[src/rtl/riscv_axi_mux_n.sv]
// riscv_axi_mux_n
//   N-port AXI4 master multiplexer. It merges the per-cache AXI master ports
//   (icache, dcache, extra cores/DMA) into one downstream AXI4 master port
//   that goes to the SoC interconnect.
//   - AR: combinational round-robin grant. The grant is held while the
//     downstream AR is stalled.
//   - AW/W: a two-state FSM locks onto one port for a whole write burst.
//   - Every downstream ID carries the source port index in its top bits.
//     R/B responses are routed back to that port.
//   - Reads and writes each have their own limit on outstanding
//     transactions (MAX_OUT).
// Ports (per-port buses are flattened; port k sits at [k*W +: W]):
//   clk_i, rst_i                      clock, synchronous active-high reset
//   s_aw*/s_w*/s_b*/s_ar*/s_r*        upstream slave-side channels, N_PORTS wide
//   m_aw*/m_w*/m_b*/m_ar*/m_r*        downstream master-side channels,
//                                     IDs are IDX_W+ID_W bits wide
module riscv_axi_mux_n #(
  parameter int N_PORTS = 2,
  parameter int IDX_W   = 1,
  parameter int ID_W    = 4,
  parameter int MAX_OUT = 4
) (
  input  logic                       clk_i,
  input  logic                       rst_i,
  // upstream AW
  input  logic [N_PORTS-1:0]         s_awvalid_i,
  output logic [N_PORTS-1:0]         s_awready_o,
  input  logic [N_PORTS*32-1:0]      s_awaddr_i,
  input  logic [N_PORTS*ID_W-1:0]    s_awid_i,
  input  logic [N_PORTS*8-1:0]       s_awlen_i,
  input  logic [N_PORTS*2-1:0]       s_awburst_i,
  // upstream W
  input  logic [N_PORTS-1:0]         s_wvalid_i,
  output logic [N_PORTS-1:0]         s_wready_o,
  input  logic [N_PORTS*32-1:0]      s_wdata_i,
  input  logic [N_PORTS*4-1:0]       s_wstrb_i,
  input  logic [N_PORTS-1:0]         s_wlast_i,
  // upstream B
  output logic [N_PORTS-1:0]         s_bvalid_o,
  input  logic [N_PORTS-1:0]         s_bready_i,
  output logic [N_PORTS*2-1:0]       s_bresp_o,
  output logic [N_PORTS*ID_W-1:0]    s_bid_o,
  // upstream AR
  input  logic [N_PORTS-1:0]         s_arvalid_i,
  output logic [N_PORTS-1:0]         s_arready_o,
  input  logic [N_PORTS*32-1:0]      s_araddr_i,
  input  logic [N_PORTS*ID_W-1:0]    s_arid_i,
  input  logic [N_PORTS*8-1:0]       s_arlen_i,
  input  logic [N_PORTS*2-1:0]       s_arburst_i,
  // upstream R
  output logic [N_PORTS-1:0]         s_rvalid_o,
  input  logic [N_PORTS-1:0]         s_rready_i,
  output logic [N_PORTS*32-1:0]      s_rdata_o,
  output logic [N_PORTS*2-1:0]       s_rresp_o,
  output logic [N_PORTS*ID_W-1:0]    s_rid_o,
  output logic [N_PORTS-1:0]         s_rlast_o,
  // downstream AW
  output logic                       m_awvalid_o,
  input  logic                       m_awready_i,
  output logic [31:0]                m_awaddr_o,
  output logic [IDX_W+ID_W-1:0]      m_awid_o,
  output logic [7:0]                 m_awlen_o,
  output logic [1:0]                 m_awburst_o,
  // downstream W
  output logic                       m_wvalid_o,
  input  logic                       m_wready_i,
  output logic [31:0]                m_wdata_o,
  output logic [3:0]                 m_wstrb_o,
  output logic                       m_wlast_o,
  // downstream B
  input  logic                       m_bvalid_i,
  output logic                       m_bready_o,
  input  logic [1:0]                 m_bresp_i,
  input  logic [IDX_W+ID_W-1:0]      m_bid_i,
  // downstream AR
  output logic                       m_arvalid_o,
  input  logic                       m_arready_i,
  output logic [31:0]                m_araddr_o,
  output logic [IDX_W+ID_W-1:0]      m_arid_o,
  output logic [7:0]                 m_arlen_o,
  output logic [1:0]                 m_arburst_o,
  // downstream R
  input  logic                       m_rvalid_i,
  output logic                       m_rready_o,
  input  logic [31:0]                m_rdata_i,
  input  logic [1:0]                 m_rresp_i,
  input  logic [IDX_W+ID_W-1:0]      m_rid_i,
  input  logic                       m_rlast_i
);

  localparam int                 MID_W    = IDX_W + ID_W;
  localparam int                 CNT_W    = $clog2(MAX_OUT + 1);
  localparam logic [CNT_W-1:0]   MAX_CNT  = CNT_W'(MAX_OUT);
  localparam logic [IDX_W-1:0]   LAST_IDX = IDX_W'(N_PORTS - 1);
  localparam logic [IDX_W:0]     N_IDX    = (IDX_W+1)'(N_PORTS);

  typedef enum logic [0:0] {W_IDLE, W_BURST} wstate_e;

  // Returns {found, index}: the first requester at or after ptr, wrapping.
  function automatic logic [IDX_W:0] rr_pick(input logic [N_PORTS-1:0] req,
                                             input logic [IDX_W-1:0]   ptr);
    logic             found;
    logic [IDX_W-1:0] idx;
    logic [IDX_W-1:0] cand;
    int unsigned      p;
    found = 1'b0;
    idx   = ptr;
    for (int unsigned i = 0; i < N_PORTS; i++) begin
      p = 32'(ptr) + i;
      if (p >= N_PORTS) p = p - N_PORTS;
      cand = IDX_W'(p);
      if (!found && req[cand]) begin
        found = 1'b1;
        idx   = cand;
      end
    end
    return {found, idx};
  endfunction

  function automatic logic [IDX_W-1:0] rr_next(input logic [IDX_W-1:0] g);
    return (g == LAST_IDX) ? '0 : g + IDX_W'(1);
  endfunction

  // ---------------------------------------------------------------------
  // AR path
  // ---------------------------------------------------------------------
  logic             ar_hold_q;
  logic [IDX_W-1:0] ar_gnt_q;
  logic [IDX_W-1:0] rd_rr_q;
  logic [CNT_W-1:0] rd_cnt_q;

  logic [IDX_W:0]   ar_pick;
  logic             ar_active;
  logic [IDX_W-1:0] ar_gnt;
  logic             ar_hs;
  logic             rd_dec;

  always_comb begin
    ar_pick     = rr_pick(s_arvalid_i, rd_rr_q);
    ar_active   = 1'b0;
    ar_gnt      = rd_rr_q;
    s_arready_o = '0;
    if (ar_hold_q) begin
      ar_active = 1'b1;
      ar_gnt    = ar_gnt_q;
    end else if (rd_cnt_q < MAX_CNT) begin
      ar_active = ar_pick[IDX_W];
      ar_gnt    = ar_pick[IDX_W-1:0];
    end
    m_arvalid_o = ar_active && s_arvalid_i[ar_gnt] && !rst_i;
    if (ar_active && !rst_i) s_arready_o[ar_gnt] = m_arready_i;
    ar_hs = m_arvalid_o && m_arready_i;
  end

  assign m_araddr_o  = s_araddr_i[ar_gnt*32 +: 32];
  assign m_arid_o    = {ar_gnt, s_arid_i[ar_gnt*ID_W +: ID_W]};
  assign m_arlen_o   = s_arlen_i[ar_gnt*8 +: 8];
  assign m_arburst_o = s_arburst_i[ar_gnt*2 +: 2];

  // A stalled AR freezes its grant so the downstream payload stays stable.
  always_ff @(posedge clk_i) begin
    if (rst_i) begin
      ar_hold_q <= 1'b0;
      ar_gnt_q  <= '0;
      rd_rr_q   <= '0;
    end else if (ar_hs) begin
      ar_hold_q <= 1'b0;
      rd_rr_q   <= rr_next(ar_gnt);
    end else if (m_arvalid_o) begin
      ar_hold_q <= 1'b1;
      ar_gnt_q  <= ar_gnt;
    end
  end

  assign rd_dec = m_rvalid_i && m_rready_o && m_rlast_i && (rd_cnt_q != '0);

  always_ff @(posedge clk_i) begin
    if (rst_i) begin
      rd_cnt_q <= '0;
    end else begin
      case ({ar_hs, rd_dec})
        2'b10:   rd_cnt_q <= rd_cnt_q + CNT_W'(1);
        2'b01:   rd_cnt_q <= rd_cnt_q - CNT_W'(1);
        default: rd_cnt_q <= rd_cnt_q;
      endcase
    end
  end

  // ---------------------------------------------------------------------
  // Write path FSM
  // ---------------------------------------------------------------------
  wstate_e          state_q, state_d;
  logic [IDX_W-1:0] wgnt_q, wgnt_d;
  logic             aw_done_q, aw_done_d;
  logic             w_done_q, w_done_d;
  logic [IDX_W-1:0] wr_rr_q, wr_rr_d;
  logic [CNT_W-1:0] wr_cnt_q;

  logic [IDX_W:0]   aw_pick;
  logic             aw_hs;
  logic             wl_hs;
  logic             wr_dec;

  // state register
  always_ff @(posedge clk_i) begin
    if (rst_i) begin
      state_q   <= W_IDLE;
      wgnt_q    <= '0;
      aw_done_q <= 1'b0;
      w_done_q  <= 1'b0;
      wr_rr_q   <= '0;
    end else begin
      state_q   <= state_d;
      wgnt_q    <= wgnt_d;
      aw_done_q <= aw_done_d;
      w_done_q  <= w_done_d;
      wr_rr_q   <= wr_rr_d;
    end
  end

  // next state
  always_comb begin
    aw_pick   = rr_pick(s_awvalid_i, wr_rr_q);
    state_d   = state_q;
    wgnt_d    = wgnt_q;
    aw_done_d = aw_done_q;
    w_done_d  = w_done_q;
    wr_rr_d   = wr_rr_q;
    case (state_q)
      W_IDLE: begin
        if (aw_pick[IDX_W] && (wr_cnt_q < MAX_CNT)) begin
          state_d   = W_BURST;
          wgnt_d    = aw_pick[IDX_W-1:0];
          aw_done_d = 1'b0;
          w_done_d  = 1'b0;
        end
      end
      W_BURST: begin
        // AW and the last W beat may complete in either order or together.
        aw_done_d = aw_done_q || aw_hs;
        w_done_d  = w_done_q || wl_hs;
        if (aw_done_d && w_done_d) begin
          state_d = W_IDLE;
          wr_rr_d = rr_next(wgnt_q);
        end
      end
      default: state_d = W_IDLE;
    endcase
  end

  // outputs
  always_comb begin
    m_awvalid_o = 1'b0;
    m_wvalid_o  = 1'b0;
    s_awready_o = '0;
    s_wready_o  = '0;
    if (state_q == W_BURST && !rst_i) begin
      m_awvalid_o         = s_awvalid_i[wgnt_q] && !aw_done_q;
      s_awready_o[wgnt_q] = m_awready_i && !aw_done_q;
      m_wvalid_o          = s_wvalid_i[wgnt_q] && !w_done_q;
      s_wready_o[wgnt_q]  = m_wready_i && !w_done_q;
    end
    aw_hs = m_awvalid_o && m_awready_i;
    wl_hs = m_wvalid_o && m_wready_i && m_wlast_o;
  end

  assign m_awaddr_o  = s_awaddr_i[wgnt_q*32 +: 32];
  assign m_awid_o    = {wgnt_q, s_awid_i[wgnt_q*ID_W +: ID_W]};
  assign m_awlen_o   = s_awlen_i[wgnt_q*8 +: 8];
  assign m_awburst_o = s_awburst_i[wgnt_q*2 +: 2];
  assign m_wdata_o   = s_wdata_i[wgnt_q*32 +: 32];
  assign m_wstrb_o   = s_wstrb_i[wgnt_q*4 +: 4];
  assign m_wlast_o   = s_wlast_i[wgnt_q];

  assign wr_dec = m_bvalid_i && m_bready_o && (wr_cnt_q != '0);

  always_ff @(posedge clk_i) begin
    if (rst_i) begin
      wr_cnt_q <= '0;
    end else begin
      case ({aw_hs, wr_dec})
        2'b10:   wr_cnt_q <= wr_cnt_q + CNT_W'(1);
        2'b01:   wr_cnt_q <= wr_cnt_q - CNT_W'(1);
        default: wr_cnt_q <= wr_cnt_q;
      endcase
    end
  end

  // ---------------------------------------------------------------------
  // Response routing. The top ID bits select the port. Indices with no
  // port behind them are accepted and dropped so the interconnect never
  // stalls.
  // ---------------------------------------------------------------------
  logic [IDX_W-1:0] r_idx;
  logic [IDX_W-1:0] b_idx;

  assign r_idx = m_rid_i[MID_W-1 -: IDX_W];
  assign b_idx = m_bid_i[MID_W-1 -: IDX_W];

  always_comb begin
    s_rvalid_o = '0;
    m_rready_o = 1'b0;
    if (!rst_i) begin
      if ({1'b0, r_idx} < N_IDX) begin
        s_rvalid_o[r_idx] = m_rvalid_i;
        m_rready_o        = s_rready_i[r_idx];
      end else begin
        m_rready_o = 1'b1;
      end
    end
  end

  always_comb begin
    s_bvalid_o = '0;
    m_bready_o = 1'b0;
    if (!rst_i) begin
      if ({1'b0, b_idx} < N_IDX) begin
        s_bvalid_o[b_idx] = m_bvalid_i;
        m_bready_o        = s_bready_i[b_idx];
      end else begin
        m_bready_o = 1'b1;
      end
    end
  end

  assign s_rdata_o = {N_PORTS{m_rdata_i}};
  assign s_rresp_o = {N_PORTS{m_rresp_i}};
  assign s_rid_o   = {N_PORTS{m_rid_i[ID_W-1:0]}};
  assign s_rlast_o = {N_PORTS{m_rlast_i}};
  assign s_bresp_o = {N_PORTS{m_bresp_i}};
  assign s_bid_o   = {N_PORTS{m_bid_i[ID_W-1:0]}};

endmodule
[config.mk]
export PLATFORM = sky130hd
export DESIGN_NAME = riscv_axi_mux_n
export DESIGN_NICKNAME = d
export VERILOG_FILES = /design/src/rtl/riscv_axi_mux_n.sv
export SDC_FILE = /design/constraint.sdc
export NUM_CORES = 1
export LEC_CHECK = 0
export CAP_MARGIN = 20
export CORE_AREA = 2 2 216 218
export DETAILED_ROUTE_END_ITERATION = 12
export DIE_AREA = 0 0 218 220
export PLACE_DENSITY_LB_ADDON = 0.1
export SYNTH_ARGS = -nofsm -noshare
export SYNTH_HDL_FRONTEND = slang
export SYNTH_SLANG_ARGS = --single-unit
[constraint.sdc]
create_clock -name clk_i -period 6.05 [get_ports clk_i]
set_input_delay 1.21 -clock clk_i [delete_from_list [all_inputs] [get_ports clk_i]]
set_output_delay 1.21 -clock clk_i [all_outputs]
set_load 0.1 [all_outputs]
==> results of run 1 <==
## layout by cell type (no fill, tap or decap), drive strengths merged, types with 2 or more instances in the layout
cell type,instances
a21oi,7
a32oi,3
and2,3
and3,5
buf,70
clkbuf,4
clkdlybuf4s50,359
dfxtp,14
fa,2
ha,2
inv,8
mux2,131
mux2i,3
nand2,7
nand2b,2
nor2,21
nor2b,3
nor3b,5
o21ai,4
or3,3
xor2,4
## area by class of cell
class	instances	area share, %
Timing Repair Buffer	429	56.0
Sequential cell	14	3.86
Multi-Input combinational cell	219	28.2
Clock buffer	4	1.21
Tap cell	607	10.3
Inverter	8	0.408
## registers in the layout, summed over array words and instances, names as in the netlist
signal / cells
rd_cnt_q: 3
state_q: 1
wgnt_q: 1
wr_rr_q: 1
ar_hold_q: 1
rd_rr_q: 1
ar_gnt_q: 1
wr_cnt_q: 3
w_done_q: 1
aw_done_q: 1
## cell families after synthesis
| family | count (synthesis) | synth area share (%) |
|---|---|---|
| simple gates | 53 | 8.48 |
| xor+xnor | 4 | 1.10 |
| fa+ha+maj | 4 | 2.04 |
| buf+inv | 117 | 26.0 |
| flops | 14 | 8.80 |
| compound gates | 24 | 6.32 |
| mux | 134 | 47.3 |
## routing by layer
layer  vias up  GRT usage [%]  wire length, µm
met5         -              0                0
met4         0           1.22              156
met2       299           15.6            10900
met1      1682           7.22             6750
met3        14           3.23             2490
li1       1791              -                -
## stage by stage
step	util, %	hold slack (ps)	setup WS [ps]	std cells
detailed placement	15.9	492	1370	1277
global route	16.0	530	1260	1281
CTS	16.0	505	1360	1281
global placement	15.9	495	1350	1277
floorplan	-	464	1170	350
finish	16.0	497	1390	1281
## critical path: stages
cell and delay, ps:
clkdlybuf4s50_1 500, nand2b_1 110, a21oi_1 100, o31ai_4 260
buf_4 580, mux2_2 410, buf_4 230
## final timing paths
| kind | endpoint | slack (ps) | cells after the start |
|---|---|---|---|
| min reg2reg | wr_rr_q | 500 | 1 |
| min | wr_rr_q | 500 | 1 |
| max reg2reg | wr_cnt_q[2] | 3300 | 8 |
| max | m_araddr_o[25] | 1390 | 7 |
## power by group through the flow
stage	logic [W]	registers (W)	clock network, W
finish	0.00105	0.000108	0.000145
global route	0.00109	0.000110	0.000154
CTS	0.00107	0.000109	0.000153
detailed placement	0.00106	0.000111	0
global placement	0.00107	0.000111	0
floorplan	0.000999	0.000101	0
==> results.py, run 1 <==
metrics = {
    "status": {
        "status": "completed",
    },
    "route": {
        "routed_via_density": 2.96,
        "drt_iter0_markers": 53,
        "wire_per_inst_um": 15.8,
        "ant_nets": 0,
        "routed_wl_um": 20300,
        "drc": 0,
        "drt-pass1-iter-count": 3,
        "vias": 3786,
    },
    "grt": {
        "grt_max_degree": 63,
        "grt_pass1_vias": 4105,
        "overflow": 0,
        "antenna_found_initial": 0,
        "grt_pass1_wl_um": 27400,
        "grt.total_usage_pct": 7.72,
    },
    "timing": {
        "setup_tns_ps": 0,
        "hold_viol_final": 0,
        "setup_violations": 0,
        "final_max_slew_viol_count": 0,
        "clock.fmax_mhz": 215,
        "tightest_slew_ps": 1060,
        "rsz0062_at_grt": "false",
        "fin_crit_ps": 4660,
        "slew_headroom_pct": 29.2,
        "finClkSkew_ps": 0.791,
        "fin_crit_sh_pct": 77.0,
    },
    "critical_path": {
        "crit_type": "in -> out",
        "cp_max_fo": 49,
        "required_ps": 4840,
        "critPathArrivalTime_ps": 3450,
        "end_kind": "output port",
        "startpoint_type": "primary input",
        "rr_startpoint": "wgnt_q",
        "critPathLaunch": "s_arvalid_i[0]",
    },
    "die": {
        "start_util_pct": 6.95,
        "core_mm2": 0.0459,
        "dieArea_mm2": 0.0480,
        "chipWidth_um": 218,
        "rows": 79,
        "ios": 558,
        "fp.dieH_um": 220,
    },
    "place": {
        "place.gp.congestion": 0.681,
        "dpl.hpwl_um": 17900,
        "place_area_mm2": 0.00727,
        "port_buffers": 425,
    },
    "pwr": {
        "p_sw_w": 0.000763,
        "internal_power_w": 0.000543,
        "clockPowerShare_pct": 11.1,
        "p_per_area_mw_per_mm2": 178,
        "power.share.sequential_pct": 8.3,
        "finalPower_w": 0.00131,
        "sw_frac_of_total_pct": 58.4,
        "ir_worst_vdd_v": 0.0000814,
        "p_leak_nw": 2.62,
        "comb_power_share_pct": 80.6,
    },
    "logic_synthesis": {
        "synth_top_cell_area_share_pct": 45.2,
        "ys.flop_type": "dfxtp_1",
        "yosysWarnings": 0,
        "synth_nets": 676,
        "ys_seq_area_share_pct": 8.80,
        "async_flop_share_pct": 0,
        "ys_types": 38,
        "syn_avg_cell_area_um2": 9.10,
        "synth-edff-count": 0,
        "ys_ff_latch": 14,
        "yosysMostFrequentCell": "mux2_2",
        "yosysTopAreaCell": "mux2_2",
        "synthTopCellsByCount": "mux2_2 (128), buf_4 (92), nor2_1 (21)",
        "synth_area_leaders": "mux2_2 (45%), buf_4 (22%), dfxtp_1 (8.8%)",
        "syn-instance-count": 350,
        "synth_area_mm2": 0.00319,
    },
    "clock_tree": {
        "cts-resized-gates": 0,
        "cts_buffers": 3,
        "clk_pin_slew_worst_paths_ps": 50,
        "h-tree-depth": 1,
        "tritoncts": "done",
        "clockBufferDepth": 2,
        "clk-insertion-delay-late_ps": 250,
        "postCtsSetupRepairBufs": 0,
        "cts_sinks": 14,
        "clock-root-buffer": "clkbuf_16",
        "cts-hold-fix-buffers": 0,
    },
    "finish": {
        "finalNetCount": 1001,
        "drive_above_1_share_pct": 30.7,
        "diodes": 0,
        "final-seq-area_um2": 284,
        "multiInputGateArea_mm2": 0.00208,
        "finalInstanceArea_mm2": 0.00736,
        "fillers": 5157,
        "area_delta_synth_final_pct": 131,
    },
    "flow_run": {
        "drv_cap": 0,
    },
    "worst_hold_path": {
        "hp-start": "wr_rr_q",
        "min_path_type": "reg -> reg",
    },
}
Power figures use the tool's default switching activity.
==> inputs of run 2 (changes only) <==
Settings changed: CORE_AREA 2 2 216 218 to 2 2 215 217, DIE_AREA 0 0 218 220 to 0 0 217 219.
Clock period 6.05 ns to 4.36 ns, I/O delays scaled along.
==> run 2 against run 1 <==
  * Largest cell class unchanged
  * Sequential share of layout area fell by 0.28 points
  * Utilization rose by 1.5 points
  * Non-clock buffer count did not move
  * Final cell count fell by 0.47%
  * Worst hold slack improved by 9.4 ps
  * Register-to-register slack got worse by 1400 ps
  * Global-route usage barely moved
  * First-iteration DRC count rose by 150%
  * Die area fell by 0.91%
  * Clock-buffer cell count did not move
  * Design area rose by 7.7%
  * Clock skew barely moved
==> results.py, run 2 (synthesized netlist as in run 1, its figures left out) <==
metrics = {
    "status": {
        "status": "completed",
    },
    "finish": {
        "final_common_cell": "clkdlybuf4s50_1",
        "fillers": 5045,
        "utilization_pct": 17.6,
        "drive_above_1_share_pct": 42.7,
        "area_delta_synth_final_pct": 149,
        "final-seq-area_um2": 284,
        "multiInputGateArea_mm2": 0.00208,
        "finalNetCount": 1001,
        "finalInstanceArea_mm2": 0.00793,
        "fin_cells": 1275,
        "mostFrequentLayoutCells": "clkdlybuf4s50_1 (278), mux2_2 (128), buf_4 (89)",
        "top_regs": "rd_cnt_q: 3 flops, wr_cnt_q: 3 flops",
    },
    "place": {
        "dpl.hpwl_um": 17700,
        "post-place-cells": 1270,
        "place.gp.congestion": 0.704,
        "place_area_mm2": 0.00783,
        "port_buffers": 425,
    },
    "die": {
        "ios": 558,
        "rows": 78,
        "chipWidth_um": 217,
        "fp.dieH_um": 219,
        "core_mm2": 0.0451,
        "start_util_pct": 7.07,
        "dieArea_mm2": 0.0475,
    },
    "timing": {
        "clock.fmax_mhz": 273,
        "hold_viol_final": 0,
        "finClkSkew_ps": 0.949,
        "tightest_slew_ps": 1010,
        "setup_violations": 0,
        "fin_crit_sh_pct": 84.2,
        "fin_crit_ps": 3670,
        "rsz0062_at_grt": "false",
        "setup_tns_ps": 0,
        "final_max_slew_viol_count": 0,
        "slew_headroom_pct": 32.6,
    },
    "flow_run": {
        "drv_cap": 0,
    },
    "grt": {
        "overflow": 0,
        "grt.total_usage_pct": 7.68,
        "grt_pass1_vias": 3907,
        "grt_max_degree": 59,
        "grt_pass1_wl_um": 26900,
        "antenna_found_initial": 1,
    },
    "critical_path": {
        "critPathArrivalTime_ps": 2800,
        "max_stage_delay_ps": 510,
        "cp_slowest_cell": "clkdlybuf4s50_1",
        "end_kind": "output port",
        "crit_chain": "clkdlybuf4s50_1 > nand2b_1 > a21oi_1 > o31ai_4 > buf_12 > mux2_2 > buf_12",
        "crit_top_cell": "buf_12",
        "required_ps": 3490,
        "cp_max_fo": 45,
        "crit_type": "in -> out",
        "startpoint_type": "primary input",
    },
    "pwr": {
        "p_per_area_mw_per_mm2": 244,
        "ir_worst_vdd_v": 0.0000853,
        "finalPower_w": 0.00193,
        "p_leak_nw": 2.96,
    },
    "clock_tree": {
        "cts-hold-fix-buffers": 0,
        "clk-insertion-delay-late_ps": 240,
        "postCtsSetupRepairBufs": 0,
        "tritoncts": "done",
        "clock-root-buffer": "clkbuf_16",
        "clockBufferDepth": 2,
        "h-tree-depth": 1,
        "cts-resized-gates": 0,
        "cts_sinks": 14,
        "clk_pin_slew_worst_paths_ps": 50,
        "cts_buffers": 3,
    },
    "route": {
        "routed_wl_um": 20000,
        "drc": 0,
        "wire_per_inst_um": 15.7,
        "ant_nets": 0,
        "drt-pass1-iter-count": 4,
        "vias": 3705,
        "drt_iter0_markers": 130,
        "routed_via_density": 2.91,
    },
    "worst_hold_path": {
        "min_path_type": "reg -> reg",
    },
}
==> run 2: changes by cell type in the layout (fill, tap and decap cells not counted) <==
| cell | delta |
|---|---|
| buf_4 | +19 |
| clkdlybuf4s50_1 | -81 |
| diode_2 | +1 |
| buf_12 | +62 |
==> run 2: per-stage QoR <==
stage,hold WS [ps],setup slack [ps]
after floorplan,464,160
after global placement,493,690
after detailed placement,480,697
after CTS,502,681
after global routing,548,615
final,507,691
==> run 2: path summary, 6_finish.rpt <==
kind                                     start            to  slack (ps)  cells past startpoint
worst min register to register         wr_rr_q       wr_rr_q         510                      1
worst max register to register          wgnt_q   wr_cnt_q[2]        1880                      8
worst max-delay path            s_arvalid_i[0]  m_arlen_o[4]         690                      7
worst min-delay path                   wr_rr_q       wr_rr_q         510                      1
==> run 2: layer usage <==
layer / part of all wire [%] / track usage [%] / vias up
li1: - / - / 1788
met1: 35 / 7.86 / 1681
met2: 57 / 15.5 / 212
met3: 7.2 / 2.07 / 24
met4: 1.6 / 1.46 / 0
met5: 0 / 0 / -
==> run 2: area by class of cell <==
type,count,area share (%)
Multi-Input combinational cell,219,26.2
Timing Repair Buffer,429,59.2
Clock buffer,4,1.12
Inverter,8,0.379
Antenna cell,1,0.0316
Sequential cell,14,3.58
Tap cell,600,9.47
==> run 2: power by group <==
part           total [W]  switching [W]  leakage [nW]  internal, W
combinational    0.00159        0.00101          2.80     0.000584
sequential      0.000145      0.0000123         0.115     0.000133
clock           0.000197      0.0000579        0.0442     0.000139
total            0.00193        0.00108          2.96     0.000856
==> run 2: critical path: cells and delay by family <==
kind	cells	cell delay, ps
buffers and inverters	3	970
multiplexers	1	410
AO/OA/AOI/OAI	2	390
AND/OR/NAND/NOR	1	120
